===== src/rtl/imm_enc.sv =====
`default_nettype none
// +--------------------------------------------------------------------------+
// | imm_enc: packs a signed immediate into an instruction template and       |
// | queues {inst, err} in a 2-entry FIFO.          Revision: 1.0             |
// +--------------------------------------------------------------------------+
module imm_enc (
  input  logic        clock,
  input  logic        reset,
  input  logic        io_in_valid,
  output logic        io_in_ready,
  input  logic [31:0] io_in_base,
  input  logic [31:0] io_in_imm,
  input  logic [2:0]  io_in_sel,
  input  logic        io_flush,
  output logic        io_out_valid,
  input  logic        io_out_ready,
  output logic [31:0] io_out_inst,
  output logic        io_out_err,
  output logic [7:0]  io_err_cnt
);

  localparam logic [2:0] SEL_I = 3'd1;
  localparam logic [2:0] SEL_S = 3'd2;
  localparam logic [2:0] SEL_U = 3'd3;
  localparam logic [2:0] SEL_J = 3'd4;
  localparam logic [2:0] SEL_B = 3'd5;
  localparam logic [2:0] SEL_Z = 3'd6;

  logic [31:0] enc_inst;
  logic        enc_err;

  logic [31:0] inst_q [2];
  logic [31:0] inst_d [2];
  logic [1:0]  err_q, err_d;
  logic        wr_ptr_q, wr_ptr_d;
  logic        rd_ptr_q, rd_ptr_d;
  logic [1:0]  count_q, count_d;
  logic [7:0]  err_cnt_q, err_cnt_d;
  logic        push, pop;

  // A field fits its signed width only when all upper bits equal the sign.
  always_comb begin
    enc_inst = io_in_base;
    enc_err  = 1'b0;
    case (io_in_sel)
      SEL_I: begin
        enc_inst[31:20] = io_in_imm[11:0];
        enc_err = (|io_in_imm[31:11]) & ~(&io_in_imm[31:11]);
      end
      SEL_S: begin
        enc_inst[31:25] = io_in_imm[11:5];
        enc_inst[11:7]  = io_in_imm[4:0];
        enc_err = (|io_in_imm[31:11]) & ~(&io_in_imm[31:11]);
      end
      SEL_B: begin
        enc_inst[31]    = io_in_imm[12];
        enc_inst[30:25] = io_in_imm[10:5];
        enc_inst[11:8]  = io_in_imm[4:1];
        enc_inst[7]     = io_in_imm[11];
        enc_err = io_in_imm[0] | ((|io_in_imm[31:12]) & ~(&io_in_imm[31:12]));
      end
      SEL_U: begin
        enc_inst[31:12] = io_in_imm[31:12];
        enc_err = |io_in_imm[11:0];
      end
      SEL_J: begin
        enc_inst[31]    = io_in_imm[20];
        enc_inst[30:21] = io_in_imm[10:1];
        enc_inst[20]    = io_in_imm[11];
        enc_inst[19:12] = io_in_imm[19:12];
        enc_err = io_in_imm[0] | ((|io_in_imm[31:20]) & ~(&io_in_imm[31:20]));
      end
      SEL_Z: begin
        enc_inst[19:15] = io_in_imm[4:0];
        enc_err = |io_in_imm[31:5];
      end
      default: begin
        enc_inst = io_in_base;
        enc_err  = 1'b0;
      end
    endcase
  end

  assign io_in_ready  = (count_q < 2'd2) & ~io_flush;
  assign io_out_valid = (count_q != 2'd0);
  assign io_out_inst  = inst_q[rd_ptr_q];
  assign io_out_err   = err_q[rd_ptr_q];
  assign io_err_cnt   = err_cnt_q;
  assign push         = io_in_valid & io_in_ready;
  assign pop          = io_out_valid & io_out_ready;

  always_comb begin
    inst_d    = inst_q;
    err_d     = err_q;
    wr_ptr_d  = wr_ptr_q;
    rd_ptr_d  = rd_ptr_q;
    count_d   = count_q + {1'b0, push} - {1'b0, pop};
    err_cnt_d = err_cnt_q;
    if (push) begin
      inst_d[wr_ptr_q] = enc_inst;
      err_d[wr_ptr_q]  = enc_err;
      wr_ptr_d         = ~wr_ptr_q;
      if (enc_err && (err_cnt_q != 8'hFF)) begin
        err_cnt_d = err_cnt_q + 8'd1;
      end
    end
    if (pop) begin
      rd_ptr_d = ~rd_ptr_q;
    end
    // Flush blocks push via io_in_ready, so only occupancy needs clearing.
    if (io_flush) begin
      count_d  = 2'd0;
      wr_ptr_d = 1'b0;
      rd_ptr_d = 1'b0;
    end
  end

  always_ff @(posedge clock or negedge reset) begin
    if (!reset) begin
      inst_q[0] <= 32'd0;
      inst_q[1] <= 32'd0;
      err_q     <= 2'd0;
      wr_ptr_q  <= 1'b0;
      rd_ptr_q  <= 1'b0;
      count_q   <= 2'd0;
      err_cnt_q <= 8'd0;
    end else begin
      inst_q    <= inst_d;
      err_q     <= err_d;
      wr_ptr_q  <= wr_ptr_d;
      rd_ptr_q  <= rd_ptr_d;
      count_q   <= count_d;
      err_cnt_q <= err_cnt_d;
    end
  end

endmodule
`default_nettype wire


===== config.mk =====
export PLATFORM = sky130hd
export DESIGN_NAME = imm_enc
export DESIGN_NICKNAME = d
export VERILOG_FILES = /design/src/rtl/imm_enc.sv
export SDC_FILE = /design/constraint.sdc
export NUM_CORES = 1
export LEC_CHECK = 0
export BUFFER_PORTS_ARGS = -buffer_cell sky130_fd_sc_hd__buf_2
export CORE_ASPECT_RATIO = 1.25
export CORE_MARGIN = 2
export CORE_UTILIZATION = 48
export DETAILED_ROUTE_END_ITERATION = 6
export PLACE_DENSITY = 0.76
export SETUP_SLACK_MARGIN = 0.4
export SLEW_MARGIN = 20
export SYNTH_ARGS = -nofsm -noshare
export SYNTH_HDL_FRONTEND = slang
export SYNTH_SLANG_ARGS = --single-unit

===== constraint.sdc =====
create_clock -name clock -period 4 [get_ports clock]
set_clock_uncertainty 0.2 [all_clocks]
set_input_delay 0.8 -clock clock [delete_from_list [all_inputs] [get_ports clock]]
set_output_delay 0.8 -clock clock [all_outputs]
set_load 0.05 [all_outputs]

==> impl_metrics.py, run 1 <==
metrics = {
    "clocking": {
        "cts_max_level": 3,
        "clock_sinks": 78,
        "cts.path.max_buffers": 2,
        "numCtsBuffers": 9,
        "clk_pin_slew_ns": 0.07,
        "cts_setup_buffers": 0,
        "post_cts_resized": 0,
        "cts_root_buffer": "clkbuf_8",
        "tritoncts": "built",
        "cts_hold_buf": 0,
        "clock_latency_ns": 0.35,
    },
    "logic_synthesis": {
        "async_flop_share": 1.00,
        "synth_top_area_frac": 0.453,
        "yosys.area.top_type": "dfrtp_1",
        "avgSynthCellArea_um2": 9.66,
        "ys.flop_type": "dfrtp_1",
        "synthTopCellsByCount": "dfrtp_1 (78), nand2_1 (71), o21ai_0 (67)",
        "synthTopCellsByArea": "dfrtp_1 (45%), mux2_2 (12%), o21ai_0 (7.8%)",
        "ys_types": 42,
        "syn_nets": 521,
        "yosys_warnings": 0,
        "synth_most_common_cell": "dfrtp_1",
        "ys_seq_elements": 78,
        "syn_inst": 446,
        "synth.yosys.seq_area_share": 0.453,
        "synthesis.area_mm2": 0.00431,
        "synth_edf_count": 0,
    },
    "drt": {
        "drc_errors": 0,
        "drt_iter0_drc": 203,
        "wl_um": 10500,
        "wl_per_cell_um": 15.6,
        "postRouteAntennaNets": 0,
        "dr.pass1.iters": 4,
        "routed_via_density": 5.55,
        "dr_total_vias": 3717,
    },
    "timing": {
        "fin_crit_sh": 0.731,
        "drv_slew": 0,
        "worst_pin_slew_ns": 0.954,
        "tns_ns": 0,
        "rsz0062_at_grt": "no",
        "setup_viol": 0,
        "finalHoldViolCount": 0,
        "slew_headroom": 0.364,
        "period_needed_ns": 2.92,
        "fmax_mhz": 342,
    },
    "power_and_ir_drop": {
        "p_seq_frac": 0.328,
        "peakVddDrop_uv": 410,
        "p_clk_frac": 0.164,
        "p_per_area_mw_per_mm2": 789,
        "power_frac_comb": 0.508,
        "power.internal_w": 0.00218,
        "swShare": 0.468,
        "p_sw_w": 0.00192,
        "power_leakage_nw": 2.45,
    },
    "floorplanning": {
        "coreArea_mm2": 0.00870,
        "io_pins": 115,
        "die_area_mm2": 0.00976,
        "start_util": 0.495,
        "fp-row-count": 38,
        "die_y_um": 110,
        "fp.dieW_um": 88.7,
    },
    "global_route": {
        "antenna_found_initial": 0,
        "overflow": 0,
        "grt_pass1_vias": 3568,
        "grt_use_total": 0.226,
        "grt_max_degree": 79,
        "gr-usage-met3": 0.0428,
        "gr-max-usage-layer": "met2",
        "grt_use_met2": 0.368,
        "grt_pass1_wl_um": 17100,
        "grt_use_met1": 0.298,
    },
    "placed_design": {
        "portBuffers": 114,
        "dp.cells": 654,
        "dp_hpwl_um": 7640,
        "gp_congestion": 0.917,
    },
    "cells_and_area": {
        "drive_gt1_frac": 0.344,
        "final_nets": 620,
        "antennaDiodeCount": 0,
        "area_growth_pct": 20.4,
        "fin_cells": 670,
    },
    "job": {
        "maxCapViolCount": 0,
    },
    "hold_path": {
        "min_path_type": "register to register",
    },
    "worst_setup_path": {
        "cp_max_fo": 31,
        "required_ns": 4.04,
        "crit_path_start_kind": "primary input",
        "arrival_ns": 2.96,
        "endpoint_kind": "register",
        "crit_type": "primary input to register",
    },
    "outcome": {
        "status": "finished clean",
    },
}
sequential cells by signal, indices dropped and copies added (netlist names):
register	cells
inst_q	64
io_err_cnt	8
count_q	2
err_q	2
rd_ptr_q	1
wr_ptr_q	1
cells in the final DEF, fill, tap and decap left out, drive strengths merged, types with 2 or more instances in the layout:
| master | instances |
|---|---|
| o21ai | 68 |
| nor3b | 6 |
| nor3 | 4 |
| mux2i | 9 |
| xnor2 | 3 |
| a22oi | 12 |
| nand4 | 8 |
| nand2b | 6 |
| buf | 118 |
| a221oi | 6 |
| nor2b | 6 |
| o221ai | 6 |
| nor4 | 6 |
| dfrtp | 78 |
| a31oi | 5 |
| nand2 | 71 |
| nor2 | 19 |
| inv | 6 |
| ha | 3 |
| o211ai | 2 |
| or4 | 2 |
| a22o | 16 |
| clkinv | 2 |
| a21oi | 5 |
| and3 | 2 |
| xor2 | 8 |
| bufinv | 2 |
| mux2 | 49 |
| clkbuf | 11 |
layer usage:
metal  up-vias  share of wire  routed length [µm]
met5         -              0                   0
met4         0          0.020                 205
met3        13          0.055                 577
met2       130           0.48                5010
met1      1763           0.45                4690
li1       1811              -                   -
area by class of cell:
cell class	instances	area (µm²)
Sequential cell	78	1950
Multi-Input combinational cell	332	2230
Tap cell	120	150
Clock buffer	11	151
Timing Repair Buffer	118	603
Fill cell	778	3510
Inverter	6	22.5
Clock inverter	5	81.3
worst max-delay path: stages:
cell      delay (ns)
buf_2           0.41
nor2b_1         0.64
o21ai_0         0.19
o211ai_1        0.20
a32oi_4         0.16
nor3_2          0.25
mux2_4          0.31
final timing paths:
| check | slack (ns) | startpoint | to | cells after the start |
|---|---|---|---|---|
| min reg2reg | 0.28 | inst_q[26]$_DFFE_PN0P_ | inst_q[26]$_DFFE_PN0P_ | 2 |
| max | 1.08 | io_in_sel[2] | io_err_cnt[6]$_DFFE_PN0P_ | 7 |
| min | 0.28 | inst_q[26]$_DFFE_PN0P_ | inst_q[26]$_DFFE_PN0P_ | 2 |
| max reg2reg | 1.62 | count_q[1]$_DFF_PN0_ | inst_q[50]$_DFFE_PN0P_ | 6 |
| max in group asynchronous | 2.60 | reset | inst_q[30]$_DFFE_PN0P_ | 1 |
| min in group asynchronous | 0.39 | reset | inst_q[45]$_DFFE_PN0P_ | 1 |
stage by stage:
stage	cell area [µm²]	setup slack, ns	utilization	hold WS, ns	total power [W]
after floorplan	4310	1.25	-	0.244	0.00296
after global placement	4950	0.784	0.569	0.255	0.00339
after detailed placement	4950	0.743	0.569	0.264	0.00345
after CTS	5190	1.12	0.596	0.283	0.00413
after global routing	5190	0.873	0.596	0.303	0.00435
final	5190	1.08	0.596	0.277	0.00409
power by group through the flow:
| stage | Clock (W) | Sequential (W) | Combinational [W] |
|---|---|---|---|
| CTS | 0.000683 | 0.00134 | 0.00210 |
| detailed placement | 0 | 0.00136 | 0.00209 |
| global placement | 0 | 0.00133 | 0.00206 |
| floorplan | 0 | 0.00138 | 0.00158 |
| global route | 0.000712 | 0.00140 | 0.00224 |
| finish | 0.000670 | 0.00134 | 0.00208 |
logic make-up (layout without fill, tap and decap cells):
kind of cell	Yosys count	in the layout	share of synthesized area
and+or+nand+nor	136	136	0.149
AOI/OAI and AO/OA	124	124	0.185
DFF	78	78	0.453
muxes	58	58	0.151
buffers and inverters	36	140	0.0316
xor gates and xnor gates	11	11	0.0224
adders and majority gates	3	3	0.00871
Power figures use the tool's default switching activity.
==> run 2: changes to the inputs <==
PLACE_DENSITY = 0.79   (was 0.76)
clock period = 2.55 ns   (was 4 ns; I/O delays follow)
==> run 2 against run 1 <==
Net effect:
- combinational power increased by 98%
- design area increased by 14%
- critical path depth decreased by 3
- cell count increased by 5.7%
- wire length increased by 13%
- critical path type is now register to output port
- register-to-register slack got worse by 1.3 ns
- total power increased by 75%
- flip-flop and latch count unchanged
- largest power group unchanged
- setup slack got worse by 0.79 ns
==> impl_metrics.py, run 2 (synthesized netlist as in run 1, its figures left out) <==
metrics = {
    "worst_setup_path": {
        "cp_num_cells": 4,
        "crit_family": "flip-flops",
        "r2r_slack_ns": 0.37,
        "crit_path_top_delay_cell": "dfrtp_2",
        "crit_path_start_kind": "register",
        "worstReg2RegEnd": "io_err_cnt[6]$_DFFE_PN0P_",
        "crit_top_cell": "buf_12",
        "crit_type": "register to output port",
        "arrival_ns": 1.55,
        "rr_startpoint": "count_q[1]$_DFF_PN0_",
        "max_stage_delay_ns": 0.43,
        "cp_max_fo": 8,
        "endpoint_kind": "output port",
        "cp-endpoint": "io_out_inst[25]",
        "path_buf_inv": 3,
        "worstSetupStartpoint": "rd_ptr_q$_DFFE_PN0P_",
        "required_ns": 1.84,
        "reg2regPathDepth": 6,
        "crit_chain": "buf_12 > buf_12 > mux2_2 > buf_6",
    },
    "clocking": {
        "cts_max_level": 3,
        "clk_pin_slew_ns": 0.07,
        "tritoncts": "built",
        "cts_root_buffer": "clkbuf_8",
        "clock_sinks": 78,
        "clock_latency_ns": 0.36,
        "numCtsBuffers": 9,
        "cts.path.max_buffers": 2,
    },
    "floorplanning": {
        "die_area_mm2": 0.00976,
        "fp-row-count": 38,
        "io_pins": 115,
        "die_y_um": 110,
        "fp.dieW_um": 88.7,
        "start_util": 0.495,
        "coreArea_mm2": 0.00870,
    },
    "power_and_ir_drop": {
        "power_leakage_nw": 2.76,
        "p_per_area_mw_per_mm2": 1220,
        "power_w": 0.00717,
        "peakVddDrop_uv": 565,
    },
    "timing": {
        "rsz0062_at_grt": "yes",
        "fmax_mhz": 442,
        "period_needed_ns": 2.26,
        "fin_hold_ws_ns": 0.188,
        "fin_crit_sh": 0.888,
        "setup_viol": 0,
        "drv_slew": 0,
        "slew_headroom": 0.677,
        "finalHoldViolCount": 0,
        "worst_pin_slew_ns": 0.481,
    },
    "placed_design": {
        "portBuffers": 114,
        "gp_congestion": 0.942,
        "dp.cells": 683,
        "dp_hpwl_um": 8310,
    },
    "cells_and_area": {
        "largest_reg_flops": 64,
        "mostFrequentLayoutCells": "buf_2 (78), dfrtp_1 (77), nand2_1 (70)",
        "multiInputGateArea_mm2": 0.00229,
        "seqCellArea_mm2": 0.00195,
        "final_common_cell": "buf_2",
        "drive_gt1_frac": 0.398,
        "final_nets": 658,
        "fill_cells": 667,
        "fin_cells": 708,
        "area_growth_pct": 36.7,
        "top_register": "inst_q",
        "antennaDiodeCount": 0,
    },
    "global_route": {
        "overflow": 0,
        "grt_use_total": 0.255,
        "antenna_found_initial": 0,
        "grt_pass1_wl_um": 19100,
        "grt_pass1_vias": 3859,
        "grt_max_degree": 79,
    },
    "drt": {
        "drt_iter0_drc": 212,
        "postRouteAntennaNets": 0,
        "routed_via_density": 5.59,
        "drc_errors": 0,
        "wl_um": 11800,
        "dr_total_vias": 3961,
        "dr.pass1.iters": 5,
        "wl_per_cell_um": 16.7,
    },
    "outcome": {
        "status": "finished clean",
    },
    "hold_path": {
        "min_path_type": "primary input to register",
    },
    "job": {
        "maxCapViolCount": 0,
    },
}
==> run 2: per-layer routing <==
layer  vias up  GRT usage  wire [µm]
met5         -          0          0
met4         0      0.121        346
met3        21     0.0263        562
met2       139      0.432       6090
met1      1902      0.324       4820
li1       1899          -          -
==> run 2: area by class of cell <==
type,instances,area share
inverters,6,0.00382
repair buffers,156,0.216
well taps,120,0.0255
clock inverters,4,0.00765
flip-flops and latches,78,0.332
multi-input cells,332,0.389
clock buffers,12,0.0263
==> run 2: what timing repair did <==
action,4_1_cts,5_1_grt
cloned,2,0
hold endpoints to repair,78,0
buffers inserted,6,0
pin swaps,6,3
hold buffers,1,0
setup endpoints to repair,41,43
gates resized for setup,87,15
==> run 2: report_power, final <==
| part | total, W | internal (W) | switching [W] |
|---|---|---|---|
| combinational | 0.00411 | 0.00168 | 0.00243 |
| clock | 0.000931 | 0.000501 | 0.000430 |
| sequential | 0.00214 | 0.00181 | 0.000329 |
| total | 0.00717 | 0.00399 | 0.00319 |
==> run 2: worst min-delay path by stage <==
stage,startpoint,endpoint,cells after the start,slack [ns]
floorplan,reset,count_q[0]$_DFF_PN0_,0,0.01
global placement,inst_q[15]$_DFFE_PN0P_,inst_q[15]$_DFFE_PN0P_,2,0.26
detailed placement,inst_q[8]$_DFFE_PN0P_,inst_q[8]$_DFFE_PN0P_,2,0.26
CTS,io_flush,count_q[0]$_DFF_PN0_,2,0.18
global route,io_in_base[5],inst_q[37]$_DFFE_PN0P_,2,0.20
finish,io_flush,count_q[0]$_DFF_PN0_,2,0.19
==> run 2: stage by stage <==
step	area, µm²	worst slack (ns)	utilization	TNS [ns]
2_1_floorplan	4310	0.130	-	0
3_3_place_gp	5210	-0.0672	0.599	-0.252
3_5_place_dp	5210	-0.141	0.599	-0.734
4_1_cts	5840	0.301	0.671	0
5_1_grt	5890	0.258	0.677	0
6_report	5890	0.286	0.677	0
==> run 3: changes to the inputs <==
PLACE_DENSITY = 0.76   (was 0.79)
SETUP_SLACK_MARGIN = default   (was 0.4)
clock period = 2.3 ns   (was 2.55 ns; I/O delays follow)
==> run 3 against run 2 <==
Net effect:
- flip-flop and latch count unchanged
- design area down 4.2%
- sequential power up 9.3%
- via count fell by 2.1%
- hold slack worse by 0.060 ns
- critical endpoint is now io_err_cnt[1]$_DFFE_PN0P_
- combinational power decreased by 9.0%
- total power is 1.2% lower
- setup slack worse by 0.24 ns
- first-iteration DRC count is 5.2% lower
- wire length decreased by 6.9%
==> impl_metrics.py, run 3 (synthesized netlist as in run 1, its figures left out) <==
metrics = {
    "clocking": {
        "clk_pin_slew_ns": 0.08,
        "cts_root_buffer": "clkbuf_8",
        "cts_max_level": 3,
        "post_cts_resized": 0,
        "cts_setup_buffers": 0,
        "numCtsBuffers": 9,
        "clock_sinks": 78,
        "cts.path.max_buffers": 2,
        "clock_latency_ns": 0.35,
        "tritoncts": "built",
    },
    "cells_and_area": {
        "area_growth_pct": 30.9,
        "antennaDiodeCount": 0,
        "mostFrequentLayoutCells": "buf_2 (113), dfrtp_1 (78), nand2_1 (70)",
        "largest_reg_flops": 64,
        "final_nets": 679,
        "top_register": "inst_q",
        "drive_gt1_frac": 0.407,
        "fill_cells": 757,
        "final_common_cell": "buf_2",
    },
    "job": {
        "maxCapViolCount": 0,
    },
    "timing": {
        "period_needed_ns": 2.25,
        "rsz0062_at_grt": "no",
        "fin_hold_ws_ns": 0.128,
        "finalHoldViolCount": 0,
        "fin_crit_sh": 0.980,
        "drv_slew": 0,
        "setup_viol": 0,
        "fmax_mhz": 443,
        "worst_pin_slew_ns": 0.511,
        "slew_headroom": 0.660,
    },
    "placed_design": {
        "gp_congestion": 0.933,
        "portBuffers": 114,
        "dp_hpwl_um": 8360,
    },
    "floorplanning": {
        "start_util": 0.495,
        "die_y_um": 110,
        "fp.dieW_um": 88.7,
        "coreArea_mm2": 0.00870,
        "io_pins": 115,
        "die_area_mm2": 0.00976,
        "fp-row-count": 38,
    },
    "global_route": {
        "grt_use_total": 0.237,
        "grt_pass1_vias": 3750,
        "grt_pass1_wl_um": 17900,
        "grt_max_degree": 53,
        "antenna_found_initial": 0,
        "overflow": 0,
    },
    "drt": {
        "routed_via_density": 5.32,
        "drt_iter0_drc": 201,
        "wl_um": 11000,
        "drc_errors": 0,
        "dr.pass1.iters": 5,
        "wl_per_cell_um": 15.1,
        "dr_total_vias": 3879,
        "postRouteAntennaNets": 0,
    },
    "worst_setup_path": {
        "max_stage_delay_ns": 0.54,
        "endpoint_kind": "register",
        "crit_path_top_delay_cell": "or4_4",
        "crit_type": "primary input to register",
        "required_ns": 2.34,
        "crit_path_start_kind": "primary input",
        "cp_max_fo": 9,
        "crit_chain": "buf_2 > or4_4 > nor4_1 > o211ai_1 > a32oi_4 > buf_12 > nor2_2 > mux2_4",
        "arrival_ns": 2.29,
    },
    "power_and_ir_drop": {
        "peakVddDrop_uv": 646,
        "p_per_area_mw_per_mm2": 1260,
        "power_leakage_nw": 2.73,
        "power_w": 0.00709,
    },
    "hold_path": {
        "min_path_type": "primary input to register",
    },
    "outcome": {
        "status": "finished clean",
    },
}
==> run 3: routing by layer <==
layer,track usage,wire (µm),up-vias
li1,-,-,1936
met1,0.321,4900,1814
met2,0.384,5380,115
met3,0.0398,538,14
met4,0.0790,200,0
met5,0,0,-
==> run 3: through the flow <==
step | cells | utilization | setup TNS (ns) | worst slack [ns] | cell area [µm²]
3_3_place_gp | 712 | 0.624 | -1.33 | -0.270 | 5430
3_5_place_dp | 712 | 0.624 | -1.98 | -0.331 | 5430
6_report | 729 | 0.648 | 0 | 0.0450 | 5640
5_1_grt | 729 | 0.648 | 0 | 0.00810 | 5640
2_1_floorplan | 446 | - | -0.135 | -0.0701 | 4310
4_1_cts | 729 | 0.648 | 0 | 0.0436 | 5640
==> run 3: path summary, 6_finish.rpt <==
| check | slack, ns | startpoint | depth (start not counted) | end |
|---|---|---|---|---|
| max in group asynchronous | 0.88 | reset | 3 | inst_q[60]$_DFFE_PN0P_ |
| hold / removal | 0.13 | io_flush | 2 | rd_ptr_q$_DFFE_PN0P_ |
| min in group asynchronous | 0.42 | reset | 2 | inst_q[17]$_DFFE_PN0P_ |
| setup / recovery | 0.05 | io_in_imm[6] | 8 | io_err_cnt[1]$_DFFE_PN0P_ |
| hold reg to reg | 0.28 | inst_q[50]$_DFFE_PN0P_ | 2 | inst_q[50]$_DFFE_PN0P_ |
| setup reg to reg | 0.34 | count_q[1]$_DFF_PN0_ | 8 | count_q[1]$_DFF_PN0_ |
==> run 3: where the power goes <==
part           internal [W]  leakage, nW  switching, W
registers           0.00200        0.972      0.000342
logic               0.00121         1.65       0.00252
clock network      0.000526        0.102      0.000481
==> run 3: final cells by class <==
cell class,count,area (µm²),area share
well taps,120,150,0.0266
repair buffers,177,1090,0.193
clock buffers,10,138,0.0244
clock inverters,6,61.3,0.0109
multi-input cells,332,2230,0.395
flip-flops and latches,78,1950,0.346
inverters,6,22.5,0.00399
==> run 3: timing repair <==
action | 4_1_cts | 5_1_grt
endpoints found under the hold margin | 39 | 0
hold buffers | 1 | 0
setup endpoints to repair | 0 | 0
==> run 3: critical path, delay by kind of cell <==
family	cells	cell delay [ns]
simple gates	3	0.89
compound gates	2	0.39
mux	1	0.29
buf+inv	2	0.26
